--- src/rtl/brick_field_pkg.sv ---
// rtl/brick_field_pkg.sv - shared state encoding, colours and helpers for the brick field engine
// Purpose: types and constants imported by brick_field and its drawers.
//   state_t    : engine FSM states
//   BLACK..RED : 3-bit VGA colours
//   hp_colour  : hit points -> brick colour (0 erases)
//   SCREEN_W/H : 160x120 playfield limits
package brick_field_pkg;

   typedef enum logic [1:0] {
      ST_IDLE,
      ST_INIT,
      ST_QUERY,
      ST_DRAW
   } state_t;

   localparam logic [2:0] BLACK  = 3'b000;
   localparam logic [2:0] GREEN  = 3'b010;
   localparam logic [2:0] YELLOW = 3'b110;
   localparam logic [2:0] RED    = 3'b100;

   localparam int SCREEN_W = 160;
   localparam int SCREEN_H = 120;

   function automatic logic [2:0] hp_colour(input logic [1:0] hp);
      case (hp)
         2'd0:    hp_colour = BLACK;
         2'd1:    hp_colour = GREEN;
         2'd2:    hp_colour = YELLOW;
         default: hp_colour = RED;
      endcase
   endfunction

endpackage

--- src/rtl/rect_plotter.sv ---
// rtl/rect_plotter.sv - emits one pixel per clock covering a w x h rectangle
// Purpose: row-major rectangle walker feeding vga_adapter x/y/plot.
// Ports:
//   clock, reset : clock, asynchronous active-high reset
//   start        : begin a rectangle; the first pixel is emitted in the same cycle
//   w, h         : rectangle size (>= 1), held stable until done
//   x0, y0       : top-left corner, held stable until done
//   x, y, plot   : current pixel (x/y are 0 when plot = 0)
//   done         : current pixel is the last one of the rectangle
module rect_plotter (
   input  logic       clock,
   input  logic       reset,
   input  logic       start,
   input  logic [7:0] w,
   input  logic [7:0] h,
   input  logic [7:0] x0,
   input  logic [7:0] y0,
   output logic [7:0] x,
   output logic [7:0] y,
   output logic       plot,
   output logic       done
);

   logic       active;
   logic [7:0] cx, cy;
   logic [7:0] ox, oy;
   logic       last_col, last_row;

   // While idle the offsets read as zero so a start pixel needs no setup cycle;
   // start is ignored once a rectangle is in flight.
   assign ox       = active ? cx : 8'd0;
   assign oy       = active ? cy : 8'd0;
   assign plot     = start | active;
   assign last_col = (ox == w - 8'd1);
   assign last_row = (oy == h - 8'd1);
   assign done     = plot & last_col & last_row;
   assign x        = plot ? x0 + ox : 8'd0;
   assign y        = plot ? y0 + oy : 8'd0;

   always_ff @(posedge clock or posedge reset) begin
      if (reset) begin
         active <= 1'b0;
         cx     <= 8'd0;
         cy     <= 8'd0;
      end else if (plot) begin
         if (done) begin
            active <= 1'b0;
            cx     <= 8'd0;
            cy     <= 8'd0;
         end else begin
            active <= 1'b1;
            if (last_col) begin
               cx <= 8'd0;
               cy <= oy + 8'd1;
            end else begin
               cx <= ox + 8'd1;
               cy <= oy;
            end
         end
      end
   end

endmodule

--- src/rtl/brick_field.sv ---
// rtl/brick_field.sv - brick grid with multi-hit points, collision scan and pixel streamer
// Purpose: holds ROWS x COLS bricks, answers ball collision queries, redraws bricks.
// Ports:
//   clock, reset                  : CLOCK_50, asynchronous active-high reset
//   idle                          : requests are accepted only while high
//   init_req                      : reload every brick with INIT_HP
//   query_valid, query_x/y        : collision query; hit_valid/hit/hit_index answer it
//   draw_req, draw_all            : draw pass (all bricks or dirty ones); draw_done ends it
//   plot, x, y, colour            : pixel stream into vga_adapter
//   remaining, cleared            : live brick count and all-cleared flag (registered)
module brick_field
   import brick_field_pkg::*;
#(
   parameter int COLS     = 5,
   parameter int ROWS     = 2,
   parameter int BRICK_W  = 8,
   parameter int BRICK_H  = 2,
   parameter int ORIGIN_X = 15,
   parameter int ORIGIN_Y = 30,
   parameter int PITCH_X  = 30,
   parameter int PITCH_Y  = 6,
   parameter int HP_BITS  = 2,
   parameter int INIT_HP  = 2,
   localparam int N       = ROWS * COLS,
   localparam int HI_W    = (N > 1) ? $clog2(N) : 1,
   localparam int RW      = $clog2(N + 1)
) (
   input  logic            clock,
   input  logic            reset,
   output logic            idle,
   input  logic            init_req,
   input  logic            query_valid,
   input  logic [7:0]      query_x,
   input  logic [7:0]      query_y,
   output logic            hit_valid,
   output logic            hit,
   output logic [HI_W-1:0] hit_index,
   input  logic            draw_req,
   input  logic            draw_all,
   output logic            draw_done,
   output logic            plot,
   output logic [7:0]      x,
   output logic [7:0]      y,
   output logic [2:0]      colour,
   output logic [RW-1:0]   remaining,
   output logic            cleared
);

   if (ORIGIN_X + (COLS - 1) * PITCH_X + BRICK_W > SCREEN_W ||
       ORIGIN_Y + (ROWS - 1) * PITCH_Y + BRICK_H > SCREEN_H) begin : g_bad_geometry
      $error("brick_field: brick grid does not fit inside the screen");
   end
   if (HP_BITS < 1 || HP_BITS > 2 || INIT_HP < 1 || INIT_HP > (1 << HP_BITS) - 1 || N < 2) begin : g_bad_hp
      $error("brick_field: bad hit-point or grid size parameters");
   end

   state_t            state, state_nx;
   logic [RW-1:0]     idx;          // brick being written, tested or drawn; N marks end of draw
   logic [HI_W-1:0]   bi;
   logic [HP_BITS-1:0] hp [N];
   logic [N-1:0]      dirty;
   logic [7:0]        qx, qy;
   logic              draw_all_r;
   logic [7:0]        bx_tab [N];
   logic [7:0]        by_tab [N];
   logic              last_brick, draw_end, q_match, sel;
   logic              pl_start, pl_plot, pl_done;
   logic [7:0]        pl_x, pl_y;
   logic [RW-1:0]     live;

   for (genvar i = 0; i < N; i++) begin : g_pos
      assign bx_tab[i] = 8'(ORIGIN_X + (i % COLS) * PITCH_X);
      assign by_tab[i] = 8'(ORIGIN_Y + (i / COLS) * PITCH_Y);
   end

   assign bi         = HI_W'(idx);
   assign last_brick = (idx == RW'(N - 1));
   assign draw_end   = (idx == RW'(N));

   assign q_match = (state == ST_QUERY) && (hp[bi] != '0) &&
                    (qx >= bx_tab[bi]) && (qx <= bx_tab[bi] + 8'(BRICK_W - 1)) &&
                    (qy >= by_tab[bi]) && (qy <= by_tab[bi] + 8'(BRICK_H - 1));

   assign sel       = draw_all_r | dirty[bi];
   assign pl_start  = (state == ST_DRAW) && !draw_end && sel;
   assign draw_done = (state == ST_DRAW) && draw_end;

   rect_plotter u_plotter (
      .clock (clock),
      .reset (reset),
      .start (pl_start),
      .w     (8'(BRICK_W)),
      .h     (8'(BRICK_H)),
      .x0    (bx_tab[bi]),
      .y0    (by_tab[bi]),
      .x     (pl_x),
      .y     (pl_y),
      .plot  (pl_plot),
      .done  (pl_done)
   );

   assign plot   = pl_plot;
   assign x      = pl_x;
   assign y      = pl_y;
   assign colour = pl_plot ? hp_colour(2'(hp[bi])) : BLACK;

   always_comb begin
      live = '0;
      for (int i = 0; i < N; i++)
         if (hp[i] != '0) live = live + RW'(1);
   end

   always_ff @(posedge clock or posedge reset) begin
      if (reset) state <= ST_IDLE;
      else       state <= state_nx;
   end

   always_comb begin
      state_nx = state;
      idle     = 1'b0;
      case (state)
         ST_IDLE: begin
            idle = 1'b1;
            if (init_req)         state_nx = ST_INIT;
            else if (query_valid) state_nx = ST_QUERY;
            else if (draw_req)    state_nx = ST_DRAW;
         end
         ST_INIT:  if (last_brick) state_nx = ST_IDLE;
         ST_QUERY: if (q_match || last_brick) state_nx = ST_IDLE;
         ST_DRAW:  if (draw_end) state_nx = ST_IDLE;
         default:  state_nx = ST_IDLE;
      endcase
   end

   always_ff @(posedge clock or posedge reset) begin
      if (reset) begin
         idx        <= '0;
         for (int i = 0; i < N; i++) hp[i] <= '0;
         dirty      <= '0;
         qx         <= 8'd0;
         qy         <= 8'd0;
         draw_all_r <= 1'b0;
         hit_valid  <= 1'b0;
         hit        <= 1'b0;
         hit_index  <= '0;
         remaining  <= '0;
         cleared    <= 1'b1;
      end else begin
         hit_valid <= 1'b0;
         hit       <= 1'b0;
         hit_index <= '0;
         remaining <= live;
         cleared   <= (live == '0);
         case (state)
            ST_IDLE: begin
               idx <= '0;
               if (!init_req && query_valid) begin
                  qx <= query_x;
                  qy <= query_y;
               end
               if (!init_req && !query_valid && draw_req) draw_all_r <= draw_all;
            end
            ST_INIT: begin
               hp[bi]    <= HP_BITS'(INIT_HP);
               dirty[bi] <= 1'b1;
               idx       <= idx + RW'(1);
            end
            ST_QUERY: begin
               // First matching brick ends the scan, so at most one brick loses a point.
               if (q_match) begin
                  hp[bi]    <= hp[bi] - HP_BITS'(1);
                  dirty[bi] <= 1'b1;
                  hit_valid <= 1'b1;
                  hit       <= 1'b1;
                  hit_index <= bi;
               end else if (last_brick) begin
                  hit_valid <= 1'b1;
               end else begin
                  idx <= idx + RW'(1);
               end
            end
            ST_DRAW: begin
               if (!draw_end) begin
                  if (!sel) begin
                     idx <= idx + RW'(1);
                  end else if (pl_done) begin
                     dirty[bi] <= 1'b0;
                     idx       <= idx + RW'(1);
                  end
               end
            end
            default: idx <= '0;
         endcase
      end
   end

endmodule

--- config.mk ---
export PLATFORM = sky130hd
export DESIGN_NAME = brick_field
export DESIGN_NICKNAME = d
export VERILOG_FILES = /design/src/rtl/brick_field_pkg.sv /design/src/rtl/rect_plotter.sv /design/src/rtl/brick_field.sv
export SDC_FILE = /design/constraint.sdc
export NUM_CORES = 1
export LEC_CHECK = 0
export CAP_MARGIN = 20
export CORE_ASPECT_RATIO = 0.75
export CORE_MARGIN = 3
export CORE_UTILIZATION = 38
export DETAILED_ROUTE_END_ITERATION = 8
export SLEW_MARGIN = 20
export SYNTH_ARGS = -nofsm -noshare
export SYNTH_HDL_FRONTEND = slang
export SYNTH_SLANG_ARGS = --single-unit
--- constraint.sdc ---
create_clock -name clock -period 11.4 [get_ports clock]
set_input_delay 3.42 -clock clock [delete_from_list [all_inputs] [get_ports clock]]
set_output_delay 3.42 -clock clock [all_outputs]
set_load 0.03 [all_outputs]
# Word-level counts from Yosys, hierarchy flattened
# Memory sizes are Yosys's and may differ from the RTL's.
# Cells that the tools add are included.
# op_classes
n_addsub,17
magnitude_cmp,8
n_eq_ne,20
mux,63
n_bitwise,11
reduce_logical,39
# ops
op,count
$mux 8,12
$mux 4,16
$add 4x1->4 const B,10
$mux 10,4
$pmux 20 s2,1
$pmux 10 s3,1
$add 8x1->8 const B,3
$reduce_bool 2->1,12
$and 10x10->10,2
$bwmux 20,1
$mux 20,1
$not 10->10,2
$or 10x10->10,2
$mux 2,9
$add 8x8->8,2
$ge 8x8->1,2
$le 8x8->1,2
$ne 2x2->1 const B,8
$pmux 4 s4,1
$logic_and 1x1->1,13
$mux 1,10
$pmux 3 s3,1
$add 8x3->8 const B,1
$bmux 2 s4,1
29 further kinds,41
# word_totals
ff_bits,81
romBits,256
inputBits,22
output_inout_bits,33
mem_count,2
# mem_list
memory,depth,width,read_ports,rd_clocked_by_memory_dff,wr,line,rtl
(no name shown),16,8,1,0,0,brick_field.sv:95,".y0 (by_tab[bi]),"
(no name shown),16,8,1,0,0,brick_field.sv:94,".x0 (bx_tab[bi]),"

# Depth between registers and ports, before layout
# Gate-level depths: netlist of the first run.
# logic_depth
depth_word,21
mapped_depth,28
depth_no_buf,28

# Modules after synthesis
# Synthesis of the first run repeated with hierarchy kept, for this count alone.
# hier_totals
cells_unflattened,764
hier_area_um2,6713.9
# modules_own_cells
module,instances,cells_each,area_per_inst_um2,seq_area_each_um2
brick_field,1,496,4590.7,1602.8
rect_plotter,1,268,2123.3,425.4

# Worst setup path before layout of the first run
# No wires, ideal clock.
# synth_timing
path_kind,flip-flop to output port
from,register idx[0] (netlist: bi[0])
to,output x[7]
arrival_time_ps,3363
t_required_ps,7980
path_slack_ps,4617
stages_incl_launch_ff,17
n_path_buf,2
path_cell_list,dfrtp_1 > buf_2 > buf_1 > inv_1 > ha_1 > a21o_1 > o21ai_0 > ha_1 > a31o_2 > a21oi_1 > nor2b_1 > nor2_1 > nor2_1 > a21o_1 > a21oi_1 > xnor2_1 > nor2_1
# synth_between
elab_chain_len,6
word_cells_on_any_way,14
# synth_lines
item,line,rtl
from (decl),brick_field.sv:58,logic [RW-1:0] idx;
from (signal assigned),brick_field.sv:166,idx <= idx + RW'(1);
from (signal assigned),brick_field.sv:179,idx <= idx + RW'(1);
from (signal assigned),brick_field.sv:185,idx <= idx + RW'(1);
"$not 4->5 (implied by the code), or another cell as far along",brick_field.sv:94,
"$mem_v2 16x8, or another cell as far along",n/a,
"$mux 8 (implied by the code), or another cell as far along",brick_field.sv:94,
$mux 8 (implied by the code) / $logic_and 1x1->1 (equally long branches),"brick_field.sv:94, brick_field.sv:85",
$add 8x8->8 / $or 1x1->1 (equally long branches),"rect_plotter.sv:37, rect_plotter.sv:33",
$mux 8 *,rect_plotter.sv:37,assign x = plot ? x0 + ox : 8'd0;
to (decl),brick_field.sv:42,"output logic [7:0] x,"
# Mark *: on every way between the ends. The rest lies on a longest branch, timed or not. The select of a mux whose other input is x is not followed.

# Worst setup path in the final report of the first run
# Ends and elaborated chain as after synthesis.

==> flow_summary_export.csv, run 1 <==
group,metric,value,unit
worst_hold_path,min_to,"u_plotter.cy[0]",
die,start_util,39.8,%
routing,drtIter0Drc,349,
clock_network,cts_hold_buf,0,
placement,hpwlAfterDp,11000,um
die,die_x,150,um
critical_path,path_class,"reg2out",
yosys,yosysSeqAreaShare,34.3,%
worst_hold_path,min_from,"u_plotter.cy[0]",
clock_network,numCtsBuffers,9,
critical_path,required,7.98,ns
yosys,synth-edff-count,0,
critical_path,cp-start-kind,"flip-flop",
timing,worstMarginPinSlew,0.947,ns
clock_network,cts_tree,"done",
critical_path,ff2ff_setup_slack,5.18,ns
critical_path,arrival,4.34,ns
clock_network,clk-insertion-delay-late,0.34,ns
status,status,"completed",
global_route,grt_overflow,0,
clock_network,clk_path_buf_depth,2,
global_route,gr-usage-all-layers,17.8,%
timing,finalSetupTns,0,ns
yosys,syn_area,5910,um^2
global_route,grt_pass1_vias,4554,
clock_network,cts_resized,0,
layout,fill_cells,1408,
critical_path,timing.rr.end,"cleared",
timing,fmax,0.129,GHz
critical_path,worst-path-max-fanout,17,
die,dieArea,17100,um^2
worst_hold_path,hold_path_class,"reg2reg",
yosys,synth_flop_cell,"dfrtp_1",
clock_network,cts-htree-levels,3,
timing,fin_crit,7.76,ns
layout,drive_above_1_share,12.9,%
clock_network,cts.sinks,81,
timing,final_max_slew_viol_count,0,
layout,area_growth,17.5,%
routing,routedWlPerCell,16.7,um
timing,hold_viol_final,0,
run,maxCapViolations,0,
clock_network,post-cts-setup-buffers,0,
global_route,grt_pass1_wl,24300,um
yosys,async_flop_share,100,%
clock_network,cts-root-buf,"clkbuf_16",
yosys,ys_top_cells_by_area,"dfrtp_1, ha_1, mux2_2, xnor2_1, nand2_1",
yosys,yosysTopAreaCell,"dfrtp_1",
die,std_cell_rows,38,
routing,routed_wl,14500,um
yosys,synth_seq_cells,81,
routing,via_per_inst,5.45,
layout,nNetsFinal,734,
yosys,synth_top_area_share,33.9,%
yosys,synthesis.nets,691,
clock_network,clkTransAtPathRegs,0.06,ns
critical_path,endpoint_kind,"output pin",
die,core_region_area,14800,um^2
routing,detail-route-antenna-nets,0,
routing,dr.pass1.iters,5,
layout,fin_cells,868,
layout,antenna_cells,0,
die,chipHeight,114,um
yosys,syn_area_per_cell,9.51,um^2
timing,final.setup_skew,0.00527,ns
yosys,ys_warn_count,0,
global_route,antenna_found_initial,0,
worst_hold_path,holdPathStages,2,
yosys,yosysUniqueCellTypes,75,
die,pin_count,55,
routing,vias,4729,
timing,slew_headroom,36.8,%
timing,post-route-period-util,68.0,%
placement,gp_congestion,0.858,
global_route,grt_max_degree,82,
layout,utilization,46.8,%
timing,rsz0062_at_grt,"no",
routing,drc,0,
yosys,syn_inst,621,
placement,dp_cells,853,
critical_path,regToRegStartpoint,"hp[16]",
timing,setup_viol,0,
critical_path,r2r_cells,26,
placement,portBuffers,53,
==> cells in the mapped netlist (6+ instances only) <==
| master | number |
|---|---|
| mux2_2 | 40 |
| a21o_1 | 7 |
| nor2_1 | 50 |
| xor2_1 | 7 |
| dfrtp_1 | 80 |
| o21ai_0 | 39 |
| ha_1 | 47 |
| a31oi_1 | 15 |
| inv_1 | 28 |
| xnor2_1 | 27 |
| nand2_1 | 53 |
| mux2i_1 | 10 |
| clkbuf_1 | 18 |
| and2_1 | 14 |
| a21oi_1 | 22 |
| or2_2 | 6 |
| nand3_1 | 18 |
| nand2b_1 | 11 |
| o211ai_1 | 7 |
| and3_1 | 6 |
| nor2b_1 | 17 |
| nor3_1 | 15 |
==> how the worst max path moves through the flow <==
| stage | slack (ns) | startpoint | to | depth (start not counted) |
|---|---|---|---|---|
| after floorplan | 4.62 | bi[0] | x[7] | 16 |
| after global placement | 4.15 | bi[0] | x[7] | 15 |
| after detailed placement | 4.01 | bi[0] | x[7] | 15 |
| after CTS | 3.63 | bi[0] | x[7] | 15 |
| after global routing | 3.33 | bi[0] | x[7] | 15 |
| final | 3.64 | bi[0] | x[7] | 15 |
==> layout make-up <==
type	count	area, um^2	area share, %
timing repair buffer	56	557	8.03
tap	200	250	3.61
clock inverter	2	35.0	0.505
sequential	81	2030	29.2
clock buffer	13	280	4.04
inverter	30	116	1.68
multi-input combinational	486	3670	52.9
==> worst max-delay path, stage by stage, from the launching register on <==
cell	delay, ns
dfrtp_1	0.82
inv_1	0.25
ha_1	0.26
a21o_1	0.17
o21ai_0	0.34
ha_1	0.32
a31o_2	0.23
a21oi_1	0.16
nor2b_1	0.08
nor2_1	0.09
nor2_1	0.07
a21o_1	0.17
a21oi_1	0.16
xnor2_1	0.09
nor2_1	0.11
clkdlybuf4s50_1	0.68
==> through the flow <==
step	hold slack [ns]	setup WS (ns)	cell area [um^2]
after floorplan	0.462	4.62	5910
after global placement	0.483	4.15	6620
after detailed placement	0.493	4.01	6620
after CTS	0.507	3.63	6930
after global routing	0.539	3.33	6940
final	0.502	3.64	6940
==> routing by layer <==
layer	part of all wire [%]	up-vias	GRT usage, %
met5	0	-	0
met4	1.0	0	4.88
met3	4.9	11	2.94
met2	41	126	24.3
met1	53	2290	28.6
li1	-	2302	-
==> layout by cell type (no fill, tap or decap), types with 3 or more instances in the layout <==
cell,instances
xnor2_1,27
o21ai_0,39
nor3_1,15
nand3_1,18
a41oi_1,3
nor2_1,50
mux2i_1,10
mux2_2,40
ha_1,47
mux4_2,4
clkdlybuf4s50_1,53
o22ai_1,3
clkbuf_16,9
clkbuf_8,4
xnor3_1,3
nor4_1,4
xor2_1,7
and2_1,14
or2_2,6
o22a_1,4
o211ai_1,7
a22o_1,4
a21oi_1,22
a31oi_1,14
nor2b_1,17
a21o_1,7
a311oi_1,3
dfrtp_1,80
inv_1,27
nand2_1,53
nand2b_1,11
and3_1,6
==> cell families (layout without fill, tap and decap cells) <==
| family | after synthesis | count (layout) | synth area share, % |
|---|---|---|---|
| AND/OR/NAND/NOR | 209 | 209 | 17.6 |
| AO/OA/AOI/OAI | 131 | 131 | 14.5 |
| flip-flops | 81 | 81 | 34.3 |
| multiplexers | 55 | 55 | 11.3 |
| buffers and inverters | 54 | 101 | 3.62 |
| adder cells (fa/ha/maj) | 48 | 48 | 10.3 |
| XOR/XNOR | 42 | 42 | 8.31 |
| other | 1 | 1 | 0.0635 |
Power of run 1 is not shown: default switching activity piles up to over one toggle a cycle in this logic, so the estimate is an artifact.
==> inputs of run 2 (changes only) <==
- clock period: 11.4 -> 7.23 ns (I/O delays scaled with it)
==> flow_summary_export.csv, run 2 (synthesized netlist as in run 1, its figures left out) <==
group,metric,value,unit
clock_network,post-cts-setup-buffers,0,
die,std_cell_rows,38,
run,maxCapViolations,0,
die,start_util,39.8,%
die,die_x,150,um
global_route,gr-usage-all-layers,17.3,%
timing,rsz0062_at_grt,"no",
die,chipHeight,114,um
timing,worstMarginPinSlew,0.823,ns
placement,gp_congestion,0.845,
clock_network,cts.sinks,81,
clock_network,clk_path_buf_depth,2,
clock_network,cts_hold_buf,0,
timing,fmax,0.154,GHz
clock_network,cts_tree,"done",
clock_network,numCtsBuffers,9,
routing,drtIter0Drc,394,
placement,hpwlAfterDp,10800,um
layout,seq_area,2030,um^2
timing,final.setup_skew,0.0111,ns
timing,finalSetupTns,0,ns
critical_path,endpoint_kind,"output pin",
worst_hold_path,min_from,"u_plotter.cy[0]",
timing,slew_headroom,45.0,%
placement,placed_area,6630,um^2
clock_network,cts_resized,0,
critical_path,regToRegStartpoint,"hp[16]",
routing,dr.pass1.iters,5,
clock_network,clkTransAtPathRegs,0.06,ns
layout,multi_input_area,3670,um^2
timing,post-route-period-util,89.8,%
global_route,grt_pass1_vias,4550,
routing,drc,0,
status,status,"completed",
routing,vias,4792,
timing,hold_viol_final,0,
placement,portBuffers,53,
layout,antenna_cells,0,
routing,via_per_inst,5.51,
critical_path,arrival,4.32,ns
timing,final_max_slew_viol_count,0,
routing,routedWlPerCell,16.5,um
global_route,grt_max_degree,82,
timing,setup_viol,0,
critical_path,worst-path-max-fanout,15,
clock_network,cts-htree-levels,3,
layout,nNetsFinal,735,
routing,routed_wl,14400,um
global_route,grt_pass1_wl,23600,um
routing,detail-route-antenna-nets,0,
worst_hold_path,hold_path_class,"reg2reg",
critical_path,cp-startpoint,"bi[1]",
layout,fill_cells,1418,
die,core_region_area,14800,um^2
critical_path,cp-start-kind,"flip-flop",
layout,fin_area,6970,um^2
timing,fin_crit,6.49,ns
global_route,grt_overflow,0,
layout,drive_above_1_share,13.1,%
layout,final_cell_mix,"dfrtp_1, nand2_1, clkdlybuf4s50_1, nor2_1, ha_1",
layout,layout_commonest_cell,"dfrtp_1",
critical_path,required,5.06,ns
die,dieArea,17100,um^2
layout,area_growth,18.0,%
die,pin_count,55,
clock_network,clk-insertion-delay-late,0.34,ns
critical_path,path_class,"reg2out",
global_route,antenna_found_initial,0,
clock_network,cts-root-buf,"clkbuf_16",
==> run 2: changes by cell type in the layout (fill, tap and decap cells not counted), sizes merged <==
cell / change
inv: +1
clkinv: +1
clkbuf: -2
bufinv: +1
buf: +1
==> run 2: final timing paths <==
kind	cells past startpoint	end	slack, ns
worst min-delay path	2	u_plotter.cy[0]	0.51
worst max-delay path	16	y[7]	0.74
worst min register to register	2	u_plotter.cy[0]	0.51
max in group asynchronous	3	u_plotter.cx[6]	4.37
worst max register to register	26	cleared	1.25
min in group asynchronous	3	draw_all_r	2.35
==> run 2: through the flow <==
stage	util (%)	setup WS (ns)	cells	hold WS (ns)
after floorplan	-	1.70	621	0.462
after global placement	44.7	1.19	854	0.482
after detailed placement	44.7	1.21	854	0.494
after CTS	46.9	0.836	870	0.509
after global routing	47.0	0.451	870	0.537
final	47.0	0.738	870	0.507
==> run 2: routing by layer <==
layer	routed length, um	share of wire, %	vias to the layer above	global-route usage (%)
met5	0	0	-	0
met2	5960	41	149	24.2
met1	7460	52	2329	27.6
li1	-	-	2306	-
met4	125	0.87	0	3.90
met3	818	5.7	8	2.82
==> run 2: worst max-delay path, stage by stage, from the launching register on <==
cell and delay (ns):
dfrtp_1 0.69, inv_1 0.28, ha_1 0.41, inv_1 0.10
a21o_1 0.30, inv_1 0.20, ha_1 0.23, inv_1 0.07
ha_1 0.16, nor2b_1 0.06, o21ai_0 0.19, nand2b_1 0.12
a21o_1 0.19, nand2_1 0.07, xnor2_1 0.10, and2_1 0.13
clkdlybuf4s50_1 0.67
==> run 2: cell type report <==
cell class,count,area share (%)
multi-input cells,486,52.7
flip-flops and latches,81,29.1
repair buffers,57,8.10
clock buffers,11,3.63
well taps,200,3.59
inverters,30,1.67
clock inverters,5,1.24
Power of run 2 is left out for the same reason.
==> inputs of run 3 (changes only) <==
- SKIP_LAST_GASP: unset -> 1
- SYNTH_HIERARCHICAL: unset -> 1
==> flow_summary_export.csv, run 3 <==
group,metric,value,unit
status,status,"completed",
yosys,yosysUniqueCellTypes,83,
yosys,synth_flop_cell,"dfrtp_1",
layout,antenna_cells,0,
yosys,syn_area,6710,um^2
critical_path,ff2ff_setup_slack,1.24,ns
critical_path,path_class,"reg2out",
yosys,synth_seq_cells,81,
critical_path,r2r_cells,26,
yosys,ys_warn_count,6,
critical_path,arrival,4.19,ns
routing,drc,0,
timing,setup_viol,0,
critical_path,regToRegStartpoint,"hp[16]",
die,start_util,39.3,%
global_route,gr-usage-all-layers,18.0,%
clock_network,clkTransAtPathRegs,0.06,ns
die,core_region_area,17100,um^2
yosys,yosysSeqAreaShare,30.2,%
yosys,syn_inst,764,
die,pin_count,55,
critical_path,cp-start-kind,"flip-flop",
global_route,grt_overflow,0,
timing,fmax,0.157,GHz
timing,final_max_slew_viol_count,0,
timing,post-route-period-util,88.0,%
timing,rsz0062_at_grt,"no",
layout,layout_commonest_cell,"nand2_1",
layout,drive_above_1_share,8.81,%
global_route,use_met2,24.1,%
worst_hold_path,hold_path_class,"reg2reg",
timing,slew_headroom,34.8,%
critical_path,required,5.06,ns
yosys,yosysMostFrequentCell,"nand2_1",
critical_path,endpoint_kind,"output pin",
clock_network,clk_path_buf_depth,2,
layout,final_cell_mix,"nand2_1, dfrtp_1, nor2_1, conb_1, clkdlybuf4s50_1",
placement,portBuffers,53,
timing,finalSetupTns,0,ns
die,std_cell_rows,41,
clock_network,numCtsBuffers,9,
global_route,grt_pass1_vias,5278,
clock_network,cts-root-buf,"clkbuf_16",
routing,routed_wl,16900,um
yosys,async_flop_share,100,%
worst_hold_path,holdPathStages,1,
clock_network,cts_resized,0,
routing,via_per_inst,5.18,
layout,area_growth,19.1,%
yosys,ys_top_cells_by_area,"dfrtp_1, ha_1, xnor2_1, nand2_1, mux2_2",
clock_network,cts.sinks,81,
routing,dr.pass1.iters,5,
clock_network,cts_hold_buf,0,
global_route,grt.busiest_layer,"met1",
clock_network,cts_tree,"done",
die,die_x,159,um
die,chipHeight,121,um
routing,detail-route-antenna-nets,0,
clock_network,clk-insertion-delay-late,0.34,ns
timing,final.setup_skew,0.00964,ns
layout,nNetsFinal,932,
global_route,grt.met1_usage,29.6,%
global_route,grt_max_degree,65,
global_route,grt_pass1_wl,28200,um
timing,fin_crit,6.36,ns
placement,gp_congestion,0.849,
yosys,yosysTopAreaCell,"dfrtp_1",
critical_path,timing.rr.end,"cleared",
die,dieArea,19300,um^2
yosys,synth-edff-count,0,
clock_network,post-cts-setup-buffers,0,
timing,worstMarginPinSlew,0.965,ns
placement,hpwlAfterDp,12900,um
critical_path,worst-path-max-fanout,15,
global_route,antenna_found_initial,0,
routing,vias,5697,
timing,hold_viol_final,0,
routing,routedWlPerCell,15.4,um
global_route,met3_usage,3.24,%
yosys,synth_commonest_cells,"nand2_1, dfrtp_1, nor2_1, ha_1, o21ai_0",
run,maxCapViolations,0,
routing,drtIter0Drc,583,
yosys,synth_top_area_share,29.8,%
clock_network,cts-htree-levels,3,
yosys,syn_area_per_cell,8.79,um^2
==> run 3: changes by cell type after synthesis, sizes merged, moves of 7 or more <==
cell	change
mux2	-16
o31ai	+8
nor2	+21
xnor2	+11
nand3	+11
nor4	+7
inv	+7
a21oi	+11
nand2b	-7
buf	+7
nand2	+28
and2	+7
==> run 3: cell type report <==
class / instances / area (um^2)
Inverter: 38 / 148
Timing Repair Buffer: 60 / 583
Clock buffer: 11 / 233
Clock inverter: 5 / 106
Fill cell: 1674 / 9080
Tap cell: 236 / 295
Sequential cell: 81 / 2030
Multi-Input combinational cell: 668 / 4600
==> run 3: logic make-up after synthesis <==
logic type                 after synthesis  share of synthesized area, %
other                                    2                         0.112
adders and majority gates               52                          9.91
xor gates and xnor gates                62                          9.86
buffers and inverters                   73                          4.49
AOI/OAI and AO/OA                      166                          16.8
and+or+nand+nor                        289                          21.2
muxes                                   39                          7.38
DFF                                     81                          30.2
==> run 3: metrics by stage <==
step,worst slack [ns],std cells,instance area [um^2],utilization [%],hold slack [ns]
detailed placement,1.28,1083,7660,44.8,0.460
finish,0.869,1099,8000,46.8,0.476
CTS,0.862,1099,8000,46.8,0.474
floorplan,1.66,822,6930,-,0.440
global route,0.573,1099,8000,46.8,0.490
global placement,1.34,1083,7660,44.8,0.457
==> run 3: worst max-delay path, cell delays in order, from the launching register on <==
cell	delay (ns)
dfrtp_1	0.74
inv_1	0.24
ha_1	0.36
inv_1	0.09
a21o_1	0.24
inv_1	0.19
ha_1	0.24
a21o_1	0.15
a21oi_1	0.21
o21bai_1	0.09
a21oi_1	0.21
o21ai_0	0.16
xnor2_1	0.15
nor2_1	0.09
clkdlybuf4s50_1	0.68
==> run 3: worst max path at each step <==
stage | start | end | slack, ns | depth (start not counted)
final | bi[1] | y[7] | 0.87 | 14
after global routing | bi[1] | y[6] | 0.57 | 13
after CTS | bi[1] | y[7] | 0.86 | 14
after detailed placement | bi[1] | y[7] | 1.28 | 14
after global placement | bi[1] | y[7] | 1.34 | 14
after floorplan | bi[0] | x[7] | 1.66 | 13
==> run 3: per-layer routing <==
metal / routed length (um) / vias up
met5: 0 / -
met4: 123 / 0
met3: 824 / 9
met2: 6650 / 126
met1: 9330 / 2708
li1: - / 2854
Power of run 3 is left out for the same reason.
